### src/rtl/hdmi_pixel_fetch_if.sv
// Memory read port between the pixel fetcher (master) and the frame memory (slave).
// One burst request at a time: req/addr/len held until ack, then len data beats.
interface hdmi_pixel_fetch_if #(
  parameter int ADDR_W = 22
) ();
  logic              mem_rd_req;
  logic [ADDR_W-1:0] mem_rd_addr;
  logic [7:0]        mem_rd_len;
  logic              mem_rd_ack;
  logic              mem_rd_valid;
  logic [15:0]       mem_rd_data;

  modport master (
    output mem_rd_req, mem_rd_addr, mem_rd_len,
    input  mem_rd_ack, mem_rd_valid, mem_rd_data
  );

  modport slave (
    input  mem_rd_req, mem_rd_addr, mem_rd_len,
    output mem_rd_ack, mem_rd_valid, mem_rd_data
  );
endinterface

### src/rtl/hdmi_pixel_fetch.sv
// Frame read controller feeding the HDMI output stage. Fetches RGB565 pixels in
// bursts into a local FIFO, serves per-pixel reads one cycle after rd_en, restarts
// at every rising edge of video_vs and counts reads that found the FIFO empty.
module hdmi_pixel_fetch #(
  parameter int          FIFO_DEPTH = 64,
  parameter int          BURST_LEN  = 16,
  parameter int          ADDR_W     = 22,
  parameter int unsigned BASE_ADDR  = 32'd0
) (
  input  logic        hdmi_clk,
  input  logic        rst_n,
  input  logic [10:0] h_disp,
  input  logic [10:0] v_disp,
  input  logic        video_vs,
  input  logic        rd_en,
  output logic [15:0] rd_data,
  output logic [15:0] underflow_cnt,
  hdmi_pixel_fetch_if.master mem
);

  localparam int                PTR_W     = $clog2(FIFO_DEPTH);
  localparam int                CNT_W     = PTR_W + 1;
  localparam logic [ADDR_W-1:0] BASE      = ADDR_W'(BASE_ADDR);
  localparam logic [21:0]       BURST_MAX = 22'(BURST_LEN);
  localparam logic [15:0]       DEPTH16   = 16'(FIFO_DEPTH);

  typedef enum logic [1:0] {IDLE, REQ, WAIT, DRAIN} state_t;

  state_t            state, state_nxt;
  logic              vs_d, fs;
  logic              rd_req, rd_req_nxt;
  logic [ADDR_W-1:0] rd_addr, rd_addr_nxt;
  logic [7:0]        rd_len, rd_len_nxt;
  logic [7:0]        beats, beats_nxt;
  logic              stale, stale_nxt;
  logic [ADDR_W-1:0] cur_addr, cur_addr_nxt;
  logic [21:0]       remaining, remaining_nxt;

  logic [15:0]       fifo_mem [FIFO_DEPTH];
  logic [PTR_W-1:0]  wr_ptr, rd_ptr;
  logic [CNT_W-1:0]  count;

  logic [21:0]       frame_size, eff_rem;
  logic [ADDR_W-1:0] eff_addr;
  logic [CNT_W-1:0]  eff_cnt;
  logic [7:0]        next_len;
  logic [15:0]       fill_after;
  logic              push, pop, underflow, last_beat;

  // Products of the sampled geometry never exceed 22 bits (2047*2047).
  assign frame_size = 22'(h_disp) * 22'(v_disp);
  // On a frame start the new frame's counters and an empty FIFO are used at once,
  // so the first request of a frame can go out the cycle after the flush.
  assign eff_rem    = fs ? frame_size : remaining;
  assign eff_addr   = fs ? BASE : cur_addr;
  assign eff_cnt    = fs ? CNT_W'(0) : count;
  assign next_len   = (eff_rem < BURST_MAX) ? eff_rem[7:0] : BURST_MAX[7:0];
  assign fill_after = 16'(eff_cnt) + 16'(next_len);

  assign push      = mem.mem_rd_valid && (state == WAIT) && !fs;
  assign pop       = rd_en && (count != CNT_W'(0)) && !fs;
  assign underflow = rd_en && ((count == CNT_W'(0)) || fs);
  assign last_beat = mem.mem_rd_valid && (beats == 8'd1);

  assign mem.mem_rd_req  = rd_req;
  assign mem.mem_rd_addr = rd_addr;
  assign mem.mem_rd_len  = rd_len;

  // Registered frame-start pulse from the rising edge of video_vs.
  always_ff @(posedge hdmi_clk or negedge rst_n) begin
    if (!rst_n) begin
      vs_d <= 1'b0;
      fs   <= 1'b0;
    end else begin
      vs_d <= video_vs;
      fs   <= video_vs & ~vs_d;
    end
  end

  // Burst controller state and request registers.
  always_ff @(posedge hdmi_clk or negedge rst_n) begin
    if (!rst_n) begin
      state     <= IDLE;
      rd_req    <= 1'b0;
      rd_addr   <= BASE;
      rd_len    <= 8'd0;
      beats     <= 8'd0;
      stale     <= 1'b0;
      cur_addr  <= BASE;
      remaining <= 22'd0;
    end else begin
      state     <= state_nxt;
      rd_req    <= rd_req_nxt;
      rd_addr   <= rd_addr_nxt;
      rd_len    <= rd_len_nxt;
      beats     <= beats_nxt;
      stale     <= stale_nxt;
      cur_addr  <= cur_addr_nxt;
      remaining <= remaining_nxt;
    end
  end

  // Next-state logic: issue on credit, hold until ack, collect or discard beats.
  always_comb begin
    state_nxt     = state;
    rd_req_nxt    = rd_req;
    rd_addr_nxt   = rd_addr;
    rd_len_nxt    = rd_len;
    beats_nxt     = beats;
    stale_nxt     = stale;
    cur_addr_nxt  = cur_addr;
    remaining_nxt = remaining;
    if (fs) begin
      remaining_nxt = frame_size;
      cur_addr_nxt  = BASE;
    end else begin
      remaining_nxt = remaining;
      cur_addr_nxt  = cur_addr;
    end
    case (state)
      IDLE: begin
        if ((eff_rem != 22'd0) && (fill_after <= DEPTH16)) begin
          rd_req_nxt  = 1'b1;
          rd_addr_nxt = eff_addr;
          rd_len_nxt  = next_len;
          stale_nxt   = 1'b0;
          state_nxt   = REQ;
        end else begin
          state_nxt = IDLE;
        end
      end
      REQ: begin
        // A presented request cannot be withdrawn; a frame start while waiting
        // for ack turns the burst into one that is drained and dropped.
        if (mem.mem_rd_ack) begin
          rd_req_nxt = 1'b0;
          beats_nxt  = rd_len;
          stale_nxt  = 1'b0;
          state_nxt  = (stale || fs) ? DRAIN : WAIT;
        end else begin
          stale_nxt = stale | fs;
        end
      end
      WAIT, DRAIN: begin
        if (mem.mem_rd_valid) begin
          beats_nxt = beats - 8'd1;
        end else begin
          beats_nxt = beats;
        end
        if (last_beat) begin
          state_nxt = IDLE;
          if ((state == WAIT) && !fs) begin
            cur_addr_nxt  = cur_addr + ADDR_W'(rd_len);
            remaining_nxt = remaining - 22'(rd_len);
          end else begin
            cur_addr_nxt  = fs ? BASE : cur_addr;
            remaining_nxt = fs ? frame_size : remaining;
          end
        end else if (fs) begin
          state_nxt = DRAIN;
        end else begin
          state_nxt = state;
        end
      end
      default: begin
        state_nxt  = IDLE;
        rd_req_nxt = 1'b0;
      end
    endcase
  end

  // FIFO pointers and occupancy; a frame start empties the FIFO.
  always_ff @(posedge hdmi_clk or negedge rst_n) begin
    if (!rst_n) begin
      wr_ptr <= '0;
      rd_ptr <= '0;
      count  <= '0;
    end else if (fs) begin
      wr_ptr <= '0;
      rd_ptr <= '0;
      count  <= '0;
    end else begin
      if (push) wr_ptr <= wr_ptr + PTR_W'(1);
      if (pop)  rd_ptr <= rd_ptr + PTR_W'(1);
      case ({push, pop})
        2'b10:   count <= count + CNT_W'(1);
        2'b01:   count <= count - CNT_W'(1);
        default: count <= count;
      endcase
    end
  end

  // FIFO storage write port.
  always_ff @(posedge hdmi_clk) begin
    if (push) fifo_mem[wr_ptr] <= mem.mem_rd_data;
  end

  // Pixel output register and saturating underflow counter.
  always_ff @(posedge hdmi_clk or negedge rst_n) begin
    if (!rst_n) begin
      rd_data       <= 16'h0000;
      underflow_cnt <= 16'h0000;
    end else begin
      if (rd_en) rd_data <= pop ? fifo_mem[rd_ptr] : 16'h0000;
      if (underflow && (underflow_cnt != 16'hFFFF)) underflow_cnt <= underflow_cnt + 16'd1;
    end
  end

endmodule

### src/flat_wrapper.sv
// flat-port wrapper written by rule: the top's interface ports become plain ports
module hdmi_pixel_fetch_flat 
#(
  parameter int          FIFO_DEPTH = 64,
  parameter int          BURST_LEN  = 16,
  parameter int          ADDR_W     = 22,
  parameter int unsigned BASE_ADDR  = 32'd0
)
  (hdmi_clk, rst_n, h_disp, v_disp, video_vs, rd_en, rd_data, underflow_cnt, mem_mem_rd_req, mem_mem_rd_addr, mem_mem_rd_len, mem_mem_rd_ack, mem_mem_rd_valid, mem_mem_rd_data);
  hdmi_pixel_fetch_if #(.ADDR_W(ADDR_W)) mem_i ();
  input  logic hdmi_clk;
  input  logic rst_n;
  input  logic [10:0] h_disp;
  input  logic [10:0] v_disp;
  input  logic video_vs;
  input  logic rd_en;
  output logic [15:0] rd_data;
  output logic [15:0] underflow_cnt;
  output wire logic [$bits(mem_i.mem_rd_req)-1:0] mem_mem_rd_req;
  output wire logic [$bits(mem_i.mem_rd_addr)-1:0] mem_mem_rd_addr;
  output wire logic [$bits(mem_i.mem_rd_len)-1:0] mem_mem_rd_len;
  input wire logic [$bits(mem_i.mem_rd_ack)-1:0] mem_mem_rd_ack;
  input wire logic [$bits(mem_i.mem_rd_valid)-1:0] mem_mem_rd_valid;
  input wire logic [$bits(mem_i.mem_rd_data)-1:0] mem_mem_rd_data;
  assign mem_mem_rd_req = mem_i.mem_rd_req;
  assign mem_mem_rd_addr = mem_i.mem_rd_addr;
  assign mem_mem_rd_len = mem_i.mem_rd_len;
  assign mem_i.mem_rd_ack = mem_mem_rd_ack;
  assign mem_i.mem_rd_valid = mem_mem_rd_valid;
  assign mem_i.mem_rd_data = mem_mem_rd_data;
  hdmi_pixel_fetch #(.FIFO_DEPTH(FIFO_DEPTH), .BURST_LEN(BURST_LEN), .ADDR_W(ADDR_W), .BASE_ADDR(BASE_ADDR)) u_core (.hdmi_clk(hdmi_clk), .rst_n(rst_n), .h_disp(h_disp), .v_disp(v_disp), .video_vs(video_vs), .rd_en(rd_en), .rd_data(rd_data), .underflow_cnt(underflow_cnt), .mem(mem_i));
endmodule
### config.mk
export PLATFORM = sky130hd
export DESIGN_NAME = hdmi_pixel_fetch_flat
export DESIGN_NICKNAME = d
export VERILOG_FILES = /design/src/rtl/hdmi_pixel_fetch_if.sv /design/src/rtl/hdmi_pixel_fetch.sv /design/src/flat_wrapper.sv
export SDC_FILE = /design/constraint.sdc
export NUM_CORES = 2
export LEC_CHECK = 0
export CAP_MARGIN = 0
export CORE_UTILIZATION = 60
export CTS_CLUSTER_SIZE = 40
export DETAILED_ROUTE_END_ITERATION = 10
export GPL_ROUTABILITY_DRIVEN = 1
export HOLD_SLACK_MARGIN = 0.03
export PLACE_DENSITY = 0.77
export SYNTH_ARGS = -nofsm -noshare
export SYNTH_HDL_FRONTEND = slang
export SYNTH_SLANG_ARGS = --single-unit
### constraint.sdc
create_clock -name hdmi_clk -period 10.7 [get_ports hdmi_clk]
set_input_delay 1.605 -clock hdmi_clk [delete_from_list [all_inputs] [get_ports hdmi_clk]]
set_output_delay 1.605 -clock hdmi_clk [all_outputs]
set_load 0.03 [all_outputs]
==> results.md <==
* Logic pwr share at 0.297
* Synthesized cell area at 0.0506 sq mm
* WP data arrival at 10.19 ns
* Most used DFF post-synth: edfxtp_1
* Clk sinks at 1163
* Htree depth at 3
* Syn avg cell area at 18.2 sq um
* Least-Margin Pin Slew at 1.25 ns
* Dominant cell type by area after synthesis: edfxtp_1
* Yosys reg bits at 1163
* Remaining DRCs at 0
* Period minus WS final at 9.64 ns
* Post-synth top area share at 0.607
* Skew-Pair Late Insertion Delay at 0.70 ns
* Reg2reg start: u_core.fs
* Total congestion overflow at 0
* Worst hold-check path type: flip-flop to flip-flop
* Switching power at 0.00406 W
* Share of post-route cells with drive strength above 1 at 0.200
* Ys async rst share at 0.120
* Crit Path Max Fanout at 32
* Vias/cell at 6.56
* Vias post-DR at 27008
* Post-synthesis mux area share at 0.159
* Gate Count Post-Synth at 2788
* Seq pwr share at 0.409
* Core Rows at 106
* Period utilization at 0.901
* Hold wc startpoint: u_core.vs_d
* Max clock buf depth at 3
* Number of DRC markers in iteration 0 at 2917
* Routed WL at 116000 um
* Syn. warnings at 0
* Hold Path Stages at 1
* F_max at 104 MHz
* EDFF count, synth at 1024
* Worst reg2reg path endpoint: u_core.mem.mem_rd_addr[21]
* R2R cell count at 19
* Cells after DPL at 3913
* Relative slew slack at 0.165
* Postcts setup bufs at 0
* Routability cong. at 0.864
* Unrepaired setup endpoints after global routing: no
* CTS Buf Count at 109
* Die Span X at 293 um
* First-pass GRT wire length at 174000 um
* Critical-path top delay cell: clkdlybuf4s50_1
* DIE HEIGHT at 293 um
* Simple logic cell fraction of the synthesized area at 0.0482
* HPWL after detailed placement at 67000 um
* Hold slack at 0.416 ns
* Pre-antenna DRT Iters at 6
* Initial antenna violation count at 2
* Endpoints failing setup at 0
* Fin Clk Skew at 0.0486 ns
* Status: finished clean
* Post-Synth Adder-Cell Area at 0.0564
* Vias in the first global route at 27747
* Final WS setup at 1.06 ns
* Post-synthesis cell type count at 73
* CP required at 11.25 ns
* IO Port Bufs at 106
* PwrDens at 231 mW/mm^2
* Clock share of power at 0.294
* Hold Vio Cnt, Final at 0
* Ranking of synthesized cells by area: edfxtp_1 (61%), mux4_2 (15%), dfrtp_1 (6.9%)
* Final ANT Viol Nets at 0
* Critical path launch point type: primary input
* Sw Ratio at 0.309
* Core Area at 0.0836 sq mm
* Setup_tns at 0 ns
* GRT Util Overall at 0.279
* DP Area at 0.0531 sq mm
* Worst-path clk slew at 0.06 ns
* Hold buffers post-CTS at 0
* Resized Gates After CTS at 0
* Initial Util at 0.606
* Hold Path Sink: u_core.fs
* Max-slew violations at 0
* Final instance area at 0.0567 sq mm
* Layout Area Growth over Synthesis at 11.9%
* Max rail drop VDD at 0.000241 V
* Slowest Stage Delay on Critical Path at 0.75 ns
* Setup crit start: h_disp[5]
* Register area share after synthesis at 0.676
* CP endpoint kind: flip-flop
* Largest net degree at the start of global routing at 132
* Internal at 0.00905 W
* Post-Synth XOR/XNOR Area at 0.0121
* Compound-Gate Fraction of Synth Area at 0.0281
* Max-Cap Viols at 0
* Main combinational cell family by area after synthesis: multiplexers
* CP Class: primary input to flip-flop
* Fin cells at 4116
* Die area at 0.0856 sq mm
* Nets at 3166
* Num ports at 107
* WL per Instance at 28.3 um
* Most frequent CP cell: fa_1
* CTS root buf: clkbuf_16
* TritonCTS clock tree: yes
* R2R setup slack at 4.34 ns
* Leak at 19.3 nW
* Setup WS pre-CTS at 0.509 ns
[placed cells by master, fill, tap and decap left out, types with 8 or more instances in the layout]
master	n
a211oi_1	9
a21o_1	13
a21oi_1	60
a22o_1	17
a31oi_1	10
and2_1	60
and3_1	12
buf_2	16
buf_4	74
bufinv_16	11
clkbuf_1	23
clkbuf_16	110
clkdlybuf4s50_1	89
clkinv_1	27
clkinv_2	19
dfrtp_1	134
edfxtp_1	1024
fa_1	84
ha_1	94
inv_1	129
mux2_1	20
mux2_2	8
mux2i_1	16
mux4_2	336
nand2_1	152
nand3_1	25
nand4_1	16
nor2_1	145
nor2b_1	37
nor3_1	17
o21ai_0	41
o22ai_1	10
or3_1	8
xnor2_1	31
xor2_1	39
[worst max-delay path by stage]
stage                                  to  slack [ns]  depth (start not counted)
2_1_floorplan  u_core.mem.mem_rd_addr[10]        1.91                         28
3_3_place_gp   u_core.mem.mem_rd_addr[11]        0.84                         29
3_5_place_dp    u_core.mem.mem_rd_addr[0]        0.51                         27
4_1_cts         u_core.mem.mem_rd_addr[0]        1.17                         27
5_1_grt        u_core.mem.mem_rd_addr[18]        0.64                         27
6_report       u_core.mem.mem_rd_addr[21]        1.06                         29
[worst max-delay path, delay by kind of cell]
family                     cells  cell delay [ns]
adders and majority gates      7             2.86
AOI/OAI and AO/OA              9             2.56
and+or+nand+nor                6             1.42
buffers and inverters          4             0.89
muxes                          2             0.71
xor gates and xnor gates       1             0.11
[power groups by stage]
stage	combinational [W]	clock, W	sequential, W
floorplan	0.00275	0	0.00536
global placement	0.00374	0	0.00543
detailed placement	0.00384	0	0.00544
CTS	0.00389	0.00391	0.00535
global route	0.00419	0.00408	0.00538
finish	0.00389	0.00386	0.00536
[registers in the layout (all words and copies together) (netlist names)]
signal and cells:
u_core.fifo_mem 1024, u_core.cur_addr 22, u_core.mem.mem_rd_addr 22, u_core.remaining 22, u_core.rd_data 16, u_core.underflow_cnt 16, u_core.beats 8, u_core.mem.mem_rd_len 8
u_core.count 7, u_core.rd_ptr 6, u_core.wr_ptr 6, u_core.state 2, u_core.fs 1, u_core.mem.mem_rd_req 1, u_core.stale 1, u_core.vs_d 1
[synthesized netlist by cell type, types with 25 or more instances]
cell and count:
nor2b_1 37, nor2_1 145, dfrtp_1 139, fa_1 84, o21ai_0 41, ha_1 94
xor2_1 39, inv_1 129, nand2_1 152, edfxtp_1 1024, and2_1 60, clkbuf_1 100
xnor2_1 31, mux4_2 336, a21oi_1 60, buf_1 31, nand3_1 25
[kinds of logic (layout without fill, tap and decap cells)]
family	Yosys count	after routing
DFF	1163	1163
and+or+nand+nor	510	510
muxes	380	380
buffers and inverters	271	516
AOI/OAI and AO/OA	215	215
adders and majority gates	178	178
xor gates and xnor gates	70	70
other	1	4
[metal layers]
layer | part of all wire | track usage | up-vias
met5 | 0.000069 | 0 | -
met4 | 0.033 | 0.0876 | 2
met3 | 0.091 | 0.0525 | 261
met2 | 0.51 | 0.467 | 1521
met1 | 0.37 | 0.374 | 14015
li1 | - | - | 11209
[area by class of cell]
type                       count  area [sq um]
sequential                  1163         34200
inverter                     133           499
antenna                        2          5.00
clock inverter                65           721
multi-input combinational   1355         15400
clock buffer                 136          2880
tap                         1080          1350
fill                        5176         26900
timing repair buffer         182          1580
[metrics by stage]
stage	power, W	util
floorplan	0.00811	-
global placement	0.00916	0.635
global route	0.0136	0.678
detailed placement	0.00928	0.635
CTS	0.0131	0.678
finish	0.0131	0.678
(Power assumes the default switching activity.)
